===== src/rtl/pipe_stall_ctrl.sv =====
// Central stall/flush scheduler for the 5-stage pipeline: arbitrates ID/EX/MEM
// stall requests and MEM flushes, and sequences multi-cycle EX operations.
module pipe_stall_ctrl #(
   parameter int EX_CYCLES   = 32,
   parameter int MEM_TIMEOUT = 255
) (
   input  logic        clk,
   input  logic        resetn,
   input  logic        stallreq_id,
   input  logic        ex_start,
   input  logic        ex_cancel,
   input  logic        mem_busy,
   input  logic        flush_req,
   input  logic [31:0] new_pc_i,
   output logic [5:0]  stall_o,
   output logic        flush_o,
   output logic [31:0] new_pc_o,
   output logic        ex_done,
   output logic        ex_busy,
   output logic        timeout_o,
   output logic [1:0]  state_o
);

   localparam logic [1:0] S_RUN     = 2'b00;
   localparam logic [1:0] S_EX_WAIT = 2'b01;
   localparam logic [1:0] S_EX_HOLD = 2'b10;

   localparam logic [5:0] STALL_ID  = 6'b000111;
   localparam logic [5:0] STALL_EX  = 6'b001111;
   localparam logic [5:0] STALL_MEM = 6'b011111;

   localparam int CW = $clog2(EX_CYCLES);
   localparam int WW = $clog2(MEM_TIMEOUT + 1);

   logic [1:0]    state, state_nxt;
   logic [CW-1:0] cnt, cnt_nxt;
   logic [WW-1:0] wcnt;
   logic          flush_pend;
   logic [31:0]   pend_pc;

   logic          flush;
   logic          abort;
   logic          ex_stall;
   logic          done;
   logic          wd_hit;
   logic [5:0]    stall;

   assign flush  = (flush_pend | flush_req) & ~mem_busy;
   assign abort  = ex_cancel | flush;
   assign wd_hit = mem_busy && (wcnt == WW'(MEM_TIMEOUT - 1));

   // NOTE: every signal written here gets a default first so no path can infer a latch.
   always_comb begin
      state_nxt = state;
      cnt_nxt   = cnt;
      done      = 1'b0;
      ex_stall  = 1'b0;
      case (state)
         S_RUN: begin
            if (ex_start && !flush) begin
               ex_stall  = 1'b1;
               cnt_nxt   = CW'(EX_CYCLES - 1);
               state_nxt = S_EX_WAIT;
            end
         end
         S_EX_WAIT: begin
            if (abort) begin
               state_nxt = S_RUN;
               cnt_nxt   = '0;
            end else if (cnt == '0) begin
               // Count expired: finish now, or park until the bus frees up.
               if (mem_busy) begin
                  state_nxt = S_EX_HOLD;
               end else begin
                  done      = 1'b1;
                  state_nxt = S_RUN;
               end
            end else begin
               ex_stall = 1'b1;
               cnt_nxt  = cnt - CW'(1);
            end
         end
         S_EX_HOLD: begin
            if (abort) begin
               state_nxt = S_RUN;
               cnt_nxt   = '0;
            end else if (!mem_busy) begin
               done      = 1'b1;
               state_nxt = S_RUN;
            end
         end
         default: begin
            state_nxt = S_RUN;
            cnt_nxt   = '0;
         end
      endcase
   end

   always_comb begin
      stall = 6'b000000;
      if (flush)            stall = 6'b000000;
      else if (mem_busy)    stall = STALL_MEM;
      else if (ex_stall)    stall = STALL_EX;
      else if (stallreq_id) stall = STALL_ID;
   end

   // NOTE: registered state uses non-blocking assignments so every flop samples pre-edge values.
   always_ff @(posedge clk) begin
      if (!resetn) begin
         state      <= S_RUN;
         cnt        <= '0;
         wcnt       <= '0;
         flush_pend <= 1'b0;
         pend_pc    <= '0;
      end else begin
         state <= state_nxt;
         cnt   <= cnt_nxt;
         if (!mem_busy || wd_hit) wcnt <= '0;
         else                     wcnt <= wcnt + WW'(1);
         // A flush arriving during a bus wait is held; later requests cannot displace it.
         if (flush) begin
            flush_pend <= 1'b0;
         end else if (flush_req && mem_busy && !flush_pend) begin
            flush_pend <= 1'b1;
            pend_pc    <= new_pc_i;
         end
      end
   end

   // Outputs are forced quiet while reset is asserted, including the combinational ones.
   assign stall_o   = resetn ? stall : 6'b000000;
   assign flush_o   = resetn & flush;
   assign new_pc_o  = resetn ? (flush_pend ? pend_pc : new_pc_i) : 32'h0;
   assign ex_done   = resetn & done;
   assign ex_busy   = resetn & (state != S_RUN);
   assign timeout_o = resetn & wd_hit;
   assign state_o   = resetn ? state : S_RUN;

endmodule


===== config.mk =====
export PLATFORM = sky130hd
export DESIGN_NAME = pipe_stall_ctrl
export DESIGN_NICKNAME = d
export VERILOG_FILES = /design/src/rtl/pipe_stall_ctrl.sv
export SDC_FILE = /design/constraint.sdc
export NUM_CORES = 1
export LEC_CHECK = 0
export BUFFER_PORTS_ARGS = -buffer_cell sky130_fd_sc_hd__buf_2
export CORE_ASPECT_RATIO = 0.6
export CORE_MARGIN = 2
export CORE_UTILIZATION = 57
export CTS_BUF_LIST = sky130_fd_sc_hd__clkbuf_8
export DETAILED_ROUTE_END_ITERATION = 10
export PLACE_DENSITY = 0.9
export SYNTH_ARGS = -nofsm -noshare
export SYNTH_HDL_FRONTEND = slang
export SYNTH_SLANG_ARGS = --single-unit

===== constraint.sdc =====
create_clock -name clk -period 2.7 [get_ports clk]
set_input_delay 0.27 -clock clk [delete_from_list [all_inputs] [get_ports clk]]
set_output_delay 0.27 -clock clk [all_outputs]
set_load 0.005 [all_outputs]

==> results of run 1 <==
power groups by stage:
stage / registers (mW) / logic (mW) / clock network [mW]
floorplan: 0.815 / 0.321 / 0
global placement: 0.828 / 0.431 / 0
detailed placement: 0.833 / 0.442 / 0
CTS: 0.816 / 0.445 / 0.447
global route: 0.826 / 0.500 / 0.484
finish: 0.818 / 0.446 / 0.440
cell type report:
cell class              instances  share of cell area, %
multi-input cells             241                   49.6
well taps                      63                   2.46
clock inverters                 2                  0.352
repair buffers                 86                   13.8
clock buffers                   6                   2.58
inverters                       9                   1.06
flip-flops and latches         48                   30.1
layer usage:
layer | global-route usage, % | vias to the layer above | part of all wire [%]
li1 | - | 1192 | -
met1 | 28.0 | 1088 | 48
met2 | 36.6 | 70 | 44
met3 | 7.40 | 7 | 7.9
met4 | 5.25 | 0 | 0.54
met5 | 0 | - | 0
sequential cells by signal, indices dropped and copies added, names as in the netlist:
| name | count |
|---|---|
| cnt | 5 |
| state | 2 |
| wcnt | 8 |
| flush_pend | 1 |
| pend_pc | 32 |
cell families (layout without fill, tap and decap cells):
group | Yosys count | in the layout
and+or+nand+nor | 145 | 145
adders and majority gates | 7 | 7
other | 1 | 1
xor gates and xnor gates | 8 | 8
AOI/OAI and AO/OA | 46 | 46
muxes | 34 | 34
DFF | 48 | 48
buffers and inverters | 31 | 103
worst paths after layout:
| kind | slack (ns) | end |
|---|---|---|
| max | 0.47 | stall_o[0] |
| min | 0.21 | pend_pc[16] |
| max reg2reg | 0.86 | cnt[2] |
| min reg2reg | 0.46 | pend_pc[26] |
placed cells by master (no fill, tap or decap), types with 2 or more instances in the layout:
master	instances
dfxtp_1	47
a21boi_0	20
nand3_1	3
nor2b_1	34
ha_1	7
a21boi_1	13
nor3b_1	2
or2_1	2
nand2_1	73
o211a_1	2
o221a_1	2
nor2_1	17
o221a_2	2
xor2_1	3
clkbuf_8	6
xnor2_1	5
buf_4	5
buf_2	81
mux2i_1	34
and4_1	2
nor3_1	4
inv_1	10
and3_1	2
worst reg2reg max path, stage by stage (launching register included):
cell and delay, ns:
dfxtp_1 0.42, inv_1 0.09, ha_1 0.19, nor4b_2 0.16, o2111a_2 0.29, or2_1 0.28, o221a_1 0.29
==> flow_metrics.py, run 1 <==
metrics = {
    "clocking": {
        "cts_buffers": 5,
        "clkSinkCount": 48,
        "clkTransAtPathRegs_ns": 0.09,
        "cts-root-buf": "clkbuf_8",
        "htreeDepth": 2,
        "insertion_delay_ns": 0.30,
        "postCtsSetupBuffers": 0,
        "cts_resized": 0,
        "clock_path_buffers": 2,
        "cts_tree": "built",
        "ctsHoldBuffers": 0,
    },
    "routing": {
        "drc": 0,
        "vias_per_cell": 5.18,
        "dr.pass1.iters": 4,
        "drtIter0Drc": 48,
        "ant_nets": 0,
        "vias": 2357,
        "drt-total-wl_um": 5690,
        "wl_per_cell_um": 12.5,
    },
    "placed_design": {
        "port_buffers": 81,
        "placed_area_um2": 3110,
        "gp_congestion": 0.880,
        "place_hpwl_um": 4060,
        "dp_cells": 447,
        "pre_cts_ws_ns": 0.786,
    },
    "logic_synthesis": {
        "syn_nets": 366,
        "async_reset_ff_share_pct": 0,
        "ys_ff_latch": 48,
        "synth_xor_area_share_pct": 2.61,
        "ys.flop_type": "dfxtp_1",
        "synth_area_leaders": "dfxtp_1 (36%), mux2i_1 (13%), nand2_1 (10%), nor2b_1 (7.9%), a21boi_0 (5.6%)",
        "synthSimpleGateAreaFrac_pct": 25.7,
        "yosys_warnings": 0,
        "synth_edf_count": 0,
        "ys_seq_area_share_pct": 35.7,
        "synth_top_area_share_pct": 35.7,
        "synth_top_cells_by_count": "nand2_1 (73), dfxtp_1 (48), mux2i_1 (34), nor2b_1 (34), a21boi_0 (20)",
        "syn_avg_cell_area_um2": 8.40,
        "synth_top_family_by_area": "simple AND/OR/NAND/NOR gates",
        "syn_area_um2": 2690,
        "synth_fa_ha_area_share_pct": 3.26,
        "synth.mux.area_fraction_pct": 12.7,
        "synth_compound_area_share_pct": 14.6,
        "syn-instance-count": 320,
        "ys_types": 36,
        "yosysMostFrequentCell": "nand2_1",
        "synth_top_cell_by_area": "dfxtp_1",
    },
    "worst_hold_path": {
        "whs_path_depth": 3,
        "min_from": "new_pc_i[16]",
        "hold_path.class": "primary input to flop",
    },
    "sta": {
        "setup_violations": 0,
        "fmax_mhz": 448,
        "rsz0062_at_grt": "false",
        "setup_tns_ns": 0,
        "fin_hold_ws_ns": 0.210,
        "finalHoldViolCount": 0,
        "period_share_pct": 82.7,
        "worstMarginPinSlew_ns": 0.595,
        "drv_slew": 0,
        "skew_ns": 0.00557,
        "fin_ws_ns": 0.468,
        "min_period_ns": 2.23,
        "slew_headroom_pct": 60.3,
    },
    "power": {
        "finalPower_mw": 1.70,
        "p_int_mw": 1.19,
        "combPwrFrac_pct": 26.2,
        "power.leakage_nw": 1.40,
        "swShare_pct": 30.1,
        "ir_drop_mv": 0.319,
        "power_density_nw_per_um2": 533,
        "clkPwrFrac_pct": 25.8,
        "p_switching_mw": 0.513,
        "p_seq_share_pct": 48.0,
    },
    "die": {
        "die-area_um2": 5300,
        "core_um2": 4560,
        "dieHeight_um": 57.2,
        "row_count": 19,
        "fp.dieW_um": 92.7,
        "num_io_pins": 83,
        "start_util_pct": 58.9,
    },
    "final_layout": {
        "n_antenna_cell": 0,
        "regArea_um2": 962,
        "multiInputGateArea_um2": 1590,
        "fill_cells": 388,
        "stdcell_count": 455,
        "drive_gt1_share_pct": 26.5,
        "area_delta_synth_final_pct": 19.0,
        "design_area_um2": 3200,
        "fin_util_pct": 70.1,
        "nets": 437,
    },
    "setup_path": {
        "cp-start-kind": "flop",
        "critPathMaxFanout": 5,
        "reg2reg_depth": 6,
        "crit_path_start": "cnt[0]",
        "arrival_ns": 1.96,
        "r2r-start": "cnt[0]",
        "cp_data_required_time_ns": 2.43,
        "path_class": "flop to primary output",
        "cp.depth": 7,
        "slowest_stage": "dfxtp_1",
        "endpoint_kind": "primary output",
        "cp_top_family": "compound AO/OA/AOI/OAI gates",
        "slowest_delay_ns": 0.36,
        "critical_path_buf_inv_count": 2,
        "critical_path.cell_chain": "inv_1 -> ha_1 -> nor4b_2 -> nor3_1 -> a211o_2 -> o211a_1 -> buf_2",
    },
    "global_routing": {
        "grt_pass1_vias": 2205,
        "grt_pass1_wl_um": 9530,
        "antenna_found_initial": 0,
        "grt-ovfl-total": 0,
        "grt_max_degree": 79,
        "track_usage_pct": 22.0,
    },
    "status": {
        "outcome": "finished, final reports clean",
    },
    "flow_run": {
        "cap_violations": 0,
    },
}
Note: power is estimated with default switching activity, not from simulation.
==> run 2, diff against run 1 <==
Settings changed: ABC_AREA set to 1, CORE_UTILIZATION 57 to 47, PLACE_DENSITY 0.9 to 0.8.
Clock period 2.7 ns to 1.92 ns, I/O delays scaled along.
==> run 2 against run 1 <==
Flip-flop and latch count is the same. Combinational power grew 41%. Clock power grew 40%. Highest routed layer unchanged. Critical endpoint is now stall_o[1]. Core utilization shrank 10 points. Synthesized cell count grew 12%. Sequential power grew 36%. Register-to-register slack lost 0.42 ns. Largest cell class unchanged. Count of clock-buffer cells in the layout is the same. Via count grew 4.3%. Global-route usage shrank 3.1 points. Sequential share of layout area grew 1.6 points. Clock skew grew 0.00060 ns.
==> flow_metrics.py, run 2 <==
metrics = {
    "logic_synthesis": {
        "ys_ff_latch": 48,
        "ys.flop_type": "dfxtp_1",
        "synth_top_area_share_pct": 38.6,
        "ys_seq_area_share_pct": 38.6,
        "synth_edf_count": 0,
        "synthSimpleGateAreaFrac_pct": 16.0,
        "synth_xor_area_share_pct": 1.76,
        "synth_fa_ha_area_share_pct": 3.52,
        "synth.mux.area_fraction_pct": 0,
        "yosysMostFrequentCell": "a21oi_1",
        "syn_nets": 404,
        "ys_types": 26,
        "syn_avg_cell_area_um2": 6.96,
        "syn_area_um2": 2490,
        "syn-instance-count": 358,
        "synth_compound_area_share_pct": 27.5,
        "synth_top_cells_by_count": "a21oi_1 (67), o21ai_0 (65), inv_1 (52)",
        "synth_area_leaders": "dfxtp_1 (39%), a21oi_1 (13%), o21ai_0 (13%), inv_1 (7.8%), nor2_1 (5.0%)",
        "yosys_warnings": 0,
        "synth_top_family_by_area": "compound AO/OA/AOI/OAI gates",
        "async_reset_ff_share_pct": 0,
        "synth_top_cell_by_area": "dfxtp_1",
    },
    "setup_path": {
        "critPathMaxFanout": 5,
        "path_class": "flop to primary output",
        "cp-start-kind": "flop",
        "r2r-start": "cnt[0]",
        "arrival_ns": 1.64,
        "crit_path_start": "flush_pend",
        "endpoint_kind": "primary output",
        "cp_data_required_time_ns": 1.73,
    },
    "clocking": {
        "clock_path_buffers": 2,
        "clkTransAtPathRegs_ns": 0.09,
        "cts-root-buf": "clkbuf_8",
        "ctsHoldBuffers": 0,
        "clkSinkCount": 48,
        "cts_buffers": 5,
        "htreeDepth": 2,
        "insertion_delay_ns": 0.29,
        "cts_tree": "built",
    },
    "global_routing": {
        "antenna_found_initial": 0,
        "grt_pass1_vias": 1984,
        "grt_pass1_wl_um": 9090,
        "grt_max_degree": 65,
        "grt-ovfl-total": 0,
        "track_usage_pct": 18.8,
    },
    "placed_design": {
        "place_hpwl_um": 4070,
        "placed_area_um2": 2920,
        "gp_congestion": 0.875,
        "dp_cells": 486,
        "port_buffers": 81,
    },
    "die": {
        "die-area_um2": 5920,
        "core_um2": 5080,
        "dieHeight_um": 60.4,
        "start_util_pct": 49.0,
        "fp.dieW_um": 98.0,
        "row_count": 20,
        "num_io_pins": 83,
    },
    "final_layout": {
        "largest_reg_flops": 32,
        "area_delta_synth_final_pct": 22.2,
        "drive_gt1_share_pct": 27.3,
        "stdcell_count": 495,
        "nets": 474,
        "final_common_cell": "buf_2",
        "design_area_um2": 3040,
        "final_cell_mix": "buf_2 (81), a21oi_1 (66), o21ai_0 (65)",
        "fill_cells": 463,
        "multiInputGateArea_um2": 1240,
        "n_antenna_cell": 0,
        "regArea_um2": 963,
        "regMostFlops": "pend_pc",
        "fin_util_pct": 59.9,
        "largest_registers": "pend_pc x32, wcnt x8, cnt x5",
    },
    "worst_hold_path": {
        "hold_path.class": "primary input to flop",
        "min_from": "new_pc_i[12]",
    },
    "routing": {
        "wl_met1_um": 2690,
        "maxUsedRoutingLayer": "met4",
        "dr.pass1.iters": 4,
        "drt-total-wl_um": 5580,
        "vias": 2459,
        "ant_nets": 0,
        "wl_per_cell_um": 11.3,
        "vias_per_cell": 4.97,
        "drc": 0,
        "wl_met2_um": 2370,
        "met3_length_um": 474,
        "drtIter0Drc": 70,
    },
    "sta": {
        "period_share_pct": 95.5,
        "fmax_mhz": 545,
        "min_period_ns": 1.83,
        "slew_headroom_pct": 64.7,
        "skew_ns": 0.00617,
        "drv_slew": 0,
        "worstMarginPinSlew_ns": 0.530,
        "setup_tns_ns": 0,
        "setup_violations": 0,
        "finalHoldViolCount": 0,
    },
    "power": {
        "p_seq_share_pct": 47.2,
        "swShare_pct": 31.3,
        "combPwrFrac_pct": 26.8,
        "finalPower_mw": 2.36,
        "power.leakage_nw": 1.44,
        "ir_drop_mv": 0.376,
        "power_density_nw_per_um2": 774,
        "clkPwrFrac_pct": 26.0,
        "p_int_mw": 1.62,
        "p_switching_mw": 0.738,
    },
    "flow_run": {
        "cap_violations": 0,
    },
    "status": {
        "outcome": "finished, final reports clean",
    },
}
## run 2: changes by cell type after synthesis, moves of 7 or more
cell | previous run | this run
nand3_1 | 3 | 10
inv_1 | 9 | 52
o21ai_0 | 0 | 65
a21boi_1 | 13 | 0
nor2_1 | 18 | 33
mux2i_1 | 34 | 0
a21oi_1 | 1 | 67
a21boi_0 | 20 | 0
nor2b_1 | 34 | 0
nand2_1 | 73 | 26
## run 2: cells by family after synthesis
| group | Yosys count |
|---|---|
| xor+xnor | 5 |
| compound gates | 134 |
| buf+inv | 77 |
| other cells | 1 |
| fa+ha+maj | 7 |
| flops | 48 |
| simple gates | 86 |
## run 2: what timing repair did
action                                  in CTS  in global routing
pin swaps                                    0                  3
endpoints found under the setup margin       3                  4
gates resized for setup                      2                 10
buffers inserted                             0                  1
## run 2: power by group through the flow
| stage | Clock [mW] | Combinational (mW) | Sequential, mW |
|---|---|---|---|
| global placement | 0 | 0.566 | 1.13 |
| detailed placement | 0 | 0.586 | 1.13 |
| global route | 0.685 | 0.716 | 1.12 |
| CTS | 0.643 | 0.599 | 1.11 |
| floorplan | 0 | 0.406 | 1.12 |
| finish | 0.614 | 0.631 | 1.11 |
## run 2: layout make-up
class,instances,area share [%]
multi-input combinational,233,40.9
sequential,48,31.6
timing repair buffer,87,15.2
inverter,53,6.54
clock buffer,6,2.71
tap,66,2.71
clock inverter,2,0.329
## run 2: worst max-delay path, cell delays in order (launching register included)
cell,delay (ns)
dfxtp_2,0.36
nor2_1,0.15
nor2_1,0.07
nor2_2,0.17
nand3_2,0.15
nand2_2,0.12
nor2_4,0.04
a21oi_2,0.15
buf_2,0.13
## run 2: per-layer routing
metal / vias to the layer above / global-route usage, %
met1: 1065 / 26.4
met3: 6 / 5.99
met4: 0 / 3.77
met2: 86 / 29.1
li1: 1302 / -
met5: - / 0
## run 2: final timing paths
| kind | end | slack, ns | cells past startpoint |
|---|---|---|---|
| hold / removal | pend_pc[12] | 0.19 | 3 |
| setup / recovery | stall_o[1] | 0.09 | 8 |
| setup reg to reg | cnt[3] | 0.44 | 9 |
| hold reg to reg | pend_pc[3] | 0.45 | 2 |
## run 2: through the flow
step	hold slack, ns	worst slack (ns)
6_report	0.186	0.0866
5_1_grt	0.175	-0.00567
4_1_cts	0.174	0.00264
3_5_place_dp	0.443	0.305
3_3_place_gp	0.437	0.401
2_1_floorplan	0.318	0.435
